File: config.mk
export PLATFORM = sky130hd
export DESIGN_NAME = bird_update_master
export DESIGN_NICKNAME = d
export VERILOG_FILES = /design/src/rtl/bird_update_master.sv
export SDC_FILE = /design/constraint.sdc
export NUM_CORES = 1
export LEC_CHECK = 0
export ABC_AREA = 1
export CAP_MARGIN = 15
export CORE_MARGIN = 1
export CORE_UTILIZATION = 40
export CTS_CLUSTER_SIZE = 10
export DETAILED_ROUTE_END_ITERATION = 12
export SYNTH_ARGS = -nofsm -noshare
export SYNTH_HDL_FRONTEND = slang
export SYNTH_SLANG_ARGS = --single-unit
File: constraint.sdc
create_clock -name clk -period 3.8 [get_ports clk]
set_input_delay 0.76 -clock clk [delete_from_list [all_inputs] [get_ports clk]]
set_output_delay 0.76 -clock clk [all_outputs]
set_load 0.01 [all_outputs]
File: src/rtl/bird_update_master.sv
// ============================================================================
// Module   : bird_update_master
// Brief    : Per-frame bird physics (gravity, flap, playfield clamp) and an
//            Avalon-MM write master that pushes bird Y to display registers
//            5 (low byte) and 6 (high byte).
// Options  : BIRD_HI_SKIP_EN - skip the high-byte write when it is unchanged
// Revision : 1.0 - initial release
// ============================================================================
`default_nettype none

module bird_update_master #(
    parameter int Y_INIT   = 240,
    parameter int Y_MIN    = 0,
    parameter int Y_MAX    = 456,
    parameter int GRAVITY  = 1,
    parameter int FLAP_VEL = -8,
    parameter int V_MAX    = 10
) (
    input  logic              clk,
    input  logic              reset,
    input  logic              frame_tick,
    input  logic              flap,
    output logic [2:0]        address,
    output logic [7:0]        writedata,
    output logic              write,
    output logic              chipselect,
    input  logic              waitrequest,
    output logic [9:0]        bird_y,
    output logic signed [7:0] velocity,
    output logic              busy,
    output logic              hit_floor,
    output logic              overrun
);

    localparam logic signed [11:0] c_y_max_s  = 12'(Y_MAX);
    localparam logic signed [11:0] c_y_min_s  = 12'(Y_MIN);
    localparam logic [9:0]         c_y_max    = 10'(Y_MAX);
    localparam logic [9:0]         c_y_min    = 10'(Y_MIN);
    localparam logic [9:0]         c_y_init   = 10'(Y_INIT);
    localparam logic signed [7:0]  c_gravity  = 8'(GRAVITY);
    localparam logic signed [7:0]  c_flap_vel = 8'(FLAP_VEL);
    localparam logic signed [7:0]  c_v_max    = 8'(V_MAX);
    localparam logic [2:0]         c_addr_lo  = 3'd5;
    localparam logic [2:0]         c_addr_hi  = 3'd6;

    typedef enum logic [1:0] {
        S_IDLE   = 2'd0,
        S_UPDATE = 2'd1,
        S_WR_LO  = 2'd2,
        S_WR_HI  = 2'd3
    } state_t;

    state_t state;
    logic   flap_d;
    logic   flap_pending;
    logic   tick_pending;
    logic   skip_hi;

    logic               flap_rise;
    logic signed [7:0]  v_grav;
    logic signed [7:0]  v_new;
    logic signed [7:0]  v_fin;
    logic signed [11:0] y_sum;
    logic [9:0]         y_new;
    logic               floor_clamp;

    assign flap_rise = flap & ~flap_d;

    always_comb begin
        v_grav      = velocity + c_gravity;
        if (v_grav > c_v_max) begin
            v_grav = c_v_max;
        end
        v_new       = flap_pending ? c_flap_vel : v_grav;
        y_sum       = $signed({2'b00, bird_y}) + 12'(v_new);
        v_fin       = v_new;
        floor_clamp = 1'b0;
        if (y_sum > c_y_max_s) begin
            y_new       = c_y_max;
            v_fin       = '0;
            floor_clamp = 1'b1;
        end else if (y_sum < c_y_min_s) begin
            y_new = c_y_min;
            v_fin = '0;
        end else begin
            y_new = y_sum[9:0];
        end
    end

`ifdef BIRD_HI_SKIP_EN
    logic       hi_valid;
    logic [1:0] last_hi;

    always_ff @(posedge clk) begin
        if (!reset) begin
            hi_valid <= 1'b0;
            last_hi  <= 2'b00;
        end else if (state == S_WR_HI && !waitrequest) begin
            hi_valid <= 1'b1;
            last_hi  <= bird_y[9:8];
        end
    end

    assign skip_hi = hi_valid && (bird_y[9:8] == last_hi);
`else
    assign skip_hi = 1'b0;
`endif

    always_ff @(posedge clk) begin
        if (!reset) begin
            state        <= S_IDLE;
            bird_y       <= c_y_init;
            velocity     <= '0;
            address      <= '0;
            writedata    <= '0;
            write        <= 1'b0;
            chipselect   <= 1'b0;
            busy         <= 1'b0;
            hit_floor    <= 1'b0;
            overrun      <= 1'b0;
            flap_d       <= 1'b0;
            flap_pending <= 1'b0;
            tick_pending <= 1'b0;
        end else begin
            flap_d <= flap;

            // A new rising edge in the consuming cycle re-arms the request.
            if (state == S_UPDATE) begin
                flap_pending <= flap_rise;
            end else if (flap_rise) begin
                flap_pending <= 1'b1;
            end

            case (state)
                S_IDLE: begin
                    if (frame_tick || tick_pending) begin
                        state        <= S_UPDATE;
                        busy         <= 1'b1;
                        tick_pending <= 1'b0;
                        if (frame_tick && tick_pending) begin
                            overrun <= 1'b1;
                        end
                    end
                end
                S_UPDATE: begin
                    bird_y     <= y_new;
                    velocity   <= v_fin;
                    if (floor_clamp) begin
                        hit_floor <= 1'b1;
                    end
                    address    <= c_addr_lo;
                    writedata  <= y_new[7:0];
                    write      <= 1'b1;
                    chipselect <= 1'b1;
                    state      <= S_WR_LO;
                end
                S_WR_LO: begin
                    if (!waitrequest) begin
                        if (skip_hi) begin
                            write      <= 1'b0;
                            chipselect <= 1'b0;
                            busy       <= 1'b0;
                            state      <= S_IDLE;
                        end else begin
                            address   <= c_addr_hi;
                            writedata <= {6'b000000, bird_y[9:8]};
                            state     <= S_WR_HI;
                        end
                    end
                end
                S_WR_HI: begin
                    if (!waitrequest) begin
                        write      <= 1'b0;
                        chipselect <= 1'b0;
                        busy       <= 1'b0;
                        state      <= S_IDLE;
                    end
                end
                default: state <= S_IDLE;
            endcase

            // Ticks that land while busy queue once; a second one is lost.
            if (state != S_IDLE && frame_tick) begin
                if (tick_pending) begin
                    overrun <= 1'b1;
                end else begin
                    tick_pending <= 1'b1;
                end
            end
        end
    end

endmodule

`default_nettype wire
==> results.md <==
- Synth unique cells: 31
- CP Class: flop to flop
- Max-cap violation count: 0
- Global route total overflow: 0
- Worst-margin pin slew: 0.5963 ns
- Hold Vio Cnt, Final: 0
- Pwr/cell area: 693.8 nW/µm²
- Initial antenna violation count: 0
- Worst-Skew Late Latency: 0.29 ns
- Post-Place Cells: 459
- CTS Buffer Depth: 2
- Syn. warnings: 0
- Net Count, Synth: 373
- Cts hold-fix bufs: 0
- Final Worst Setup Slack: 0.2045 ns
- Finished Layout Cells: 469
- Top cell type by total area after synthesis: dfxtp_1
- Max VDD drop: 0.0003267 V
- Initial core utilization: 0.4215
- IO Count: 39
- CTS tree: done
- FP Rows: 27
- WP data arrival: 3.83 ns
- Worst-path fanout max: 6
- Top cells by area, synth: dfxtp_1 32%, nand2_1 15%, ha_1 9.5%, nand3_1 8.7%, inv_1 7.5%
- Design Area, Final: 3012 µm²
- DP Worst Slack: 0.1641 ns
- Clk slew on worst S/H paths: 0.08 ns
- Outcome: finished clean
- Placer Congestion: 0.8429
- Period utilisation layout: 0.9462
- Mapped Area: 2364 µm²
- Share of cells above drive strength 1: 0.08564
- Register area: 763.2 µm²
- Antenna cells: 0
- Count of final max-slew check failures: 0
- Drt drc: 0
- Final HPWL DP: 4.770 mm
- Final #Nets: 420
- Register area share after synthesis: 0.3219
- Critical path capture point type: flop
- Routed Antenna Nets: 0
- # fillers: 593
- Multi-input gate area: 1415 µm²
- CTS Buf Count: 5
- # setup viols final: 0
- Area Overhead vs Synth: 27.42%
- GR Util All Layers: 0.2143
- Fin crit period: 3.595 ns
- Placed cell area: 2845 µm²
- Gate Count Post-Synth: 349
- RSZ-0062 raised after global routing: no
- Skew final: 0.004244 ns
- Total negative slack: 0 ns
- Vias: 2,340
- Die width: 78.87 µm
- First-pass GRT wire length: 10.40 mm
- Core area: 5608 µm²
- First drt pass iteration count: 4
- Num Clock Sinks: 38
- Crit path required time: 4.04 ns
- Largest net degree at the start of global routing: 18
- IO buf count: 38
- WL per Instance: 13.35 µm
- Drt via density: 4.989
- Syn Area/Cell: 6.772 µm²
- Pleak: 1.403 nW
- Max-slew headroom: 0.6010
- Top cell type's share of synthesized area: 0.3219
- CTS H-tree lvls: 2
- Clk root buf: clkbuf_8
- Yosys reg bits: 38
- Max Fclk: 278.1 MHz
- Min-Delay Path Class: flop to flop
- DIE HEIGHT: 78.87 µm
- Total die area: 6220 µm²
- Startpoint Class: flop
- Number of global-route vias before repair: 2,185
- Routed WL: 6.261 mm
- 1st-iter DRT viols: 146
==> synthesized netlist by cell type (all sizes together) <==
library cell / count
nand2: 100
a31o: 1
nand4: 2
fa: 1
a21o: 1
o31ai: 1
nand3b: 4
inv: 49
a21oi: 26
nand3: 44
ha: 18
xor2: 4
nor3: 4
o22ai: 1
o21ai: 12
nor2: 32
dfxtp: 38
buf: 1
a22oi: 5
xnor2: 1
clkinv: 1
clkbuf: 3
==> metal layers <==
| layer | track usage | part of all wire | routed length (µm) |
|---|---|---|---|
| met5 | 0 | 0 | 0 |
| met4 | 0.06909 | 0.016 | 101 |
| met3 | 0.04138 | 0.040 | 249 |
| met2 | 0.3261 | 0.43 | 2696 |
| met1 | 0.3029 | 0.51 | 3214 |
==> worst paths after layout <==
check / start / end / slack, ns / cells past startpoint
max: velocity[0]$_SDFFE_PN0P_ / writedata[5]$_SDFFE_PN0P_ / 0.20 / 22
min: flap_d$_SDFF_PN0_ / flap_pending$_SDFFE_PN0P_ / 0.43 / 1
max reg2reg: velocity[0]$_SDFFE_PN0P_ / writedata[5]$_SDFFE_PN0P_ / 0.20 / 22
min reg2reg: flap_d$_SDFF_PN0_ / flap_pending$_SDFFE_PN0P_ / 0.43 / 1
==> cells in the final DEF (no fill, tap or decap), types with 2 or more instances in the layout <==
cell and instances:
inv_2 2, clkdlybuf4s50_1 38, dfxtp_2 2, o21ai_0 10, nand2_1 95, o21ai_1 2, nand3b_1 4, xor2_1 4
nor3_1 3, a22oi_1 5, inv_1 47, ha_1 17, nor2_1 29, a21oi_1 24, dfxtp_1 36, nand3_1 41
nand3_2 3, a21oi_2 2, nor2_4 2, nand2_4 2, bufinv_16 2, nand2_2 3, buf_4 5, nand4_1 2
clkbuf_8 5
==> registers in the layout (all words and copies together), names as in the netlist, 2 cells and up <==
name	cells
state	2
bird_y	10
address	3
writedata	8
velocity	8
==> cells by family after synthesis <==
| family | share of synthesized area |
|---|---|
| xor+xnor | 0.01853 |
| buf+inv | 0.08735 |
| compound gates | 0.1122 |
| simple gates | 0.3563 |
| flops | 0.3219 |
| fa+ha+maj | 0.1038 |
==> timing repair <==
action                                  CTS  global route
gates resized for setup                   0             4
buffers inserted                          0             1
endpoints found under the setup margin    0            13
==> critical path: stages, from the launching register on <==
cell and delay, ns:
dfxtp_2 0.38, ha_1 0.19, nand3_1 0.13, nor3_2 0.15
xor2_1 0.21, nand3_1 0.10, nand3_1 0.16, nand2_1 0.09
nor2_1 0.14, ha_1 0.32, nand2_1 0.11, nand2_1 0.05
nand2_1 0.06, nand2_1 0.05, nand2_1 0.07, nand3_1 0.09
a21o_1 0.17, ha_1 0.33, nor2_1 0.16, inv_1 0.14
nor2_4 0.24, nand3_2 0.09, a21oi_2 0.12
==> cell type report <==
type | instances | share of cell area
Inverter | 50 | 0.06232
Multi-Input combinational cell | 258 | 0.4699
Timing Repair Buffer | 43 | 0.1388
Sequential cell | 38 | 0.2534
Clock inverter | 3 | 0.02285
Clock buffer | 5 | 0.02285
Tap cell | 72 | 0.02991
==> metrics by stage <==
step	hold WS (ns)	power [mW]	utilization
global route	0.4606	2.273	0.5370
finish	0.4291	2.090	0.5370
global placement	0.4131	1.642	0.5074
CTS	0.4327	2.080	0.5319
floorplan	0.4079	1.295	-
detailed placement	0.4188	1.652	0.5074
==> power breakdown <==
group | internal [mW] | switching [mW] | total [mW]
clock | 0.263 | 0.158 | 0.421
sequential | 0.493 | 0.0737 | 0.567
combinational | 0.434 | 0.667 | 1.10
total | 1.19 | 0.899 | 2.09
Power figures use the tool's default switching activity.
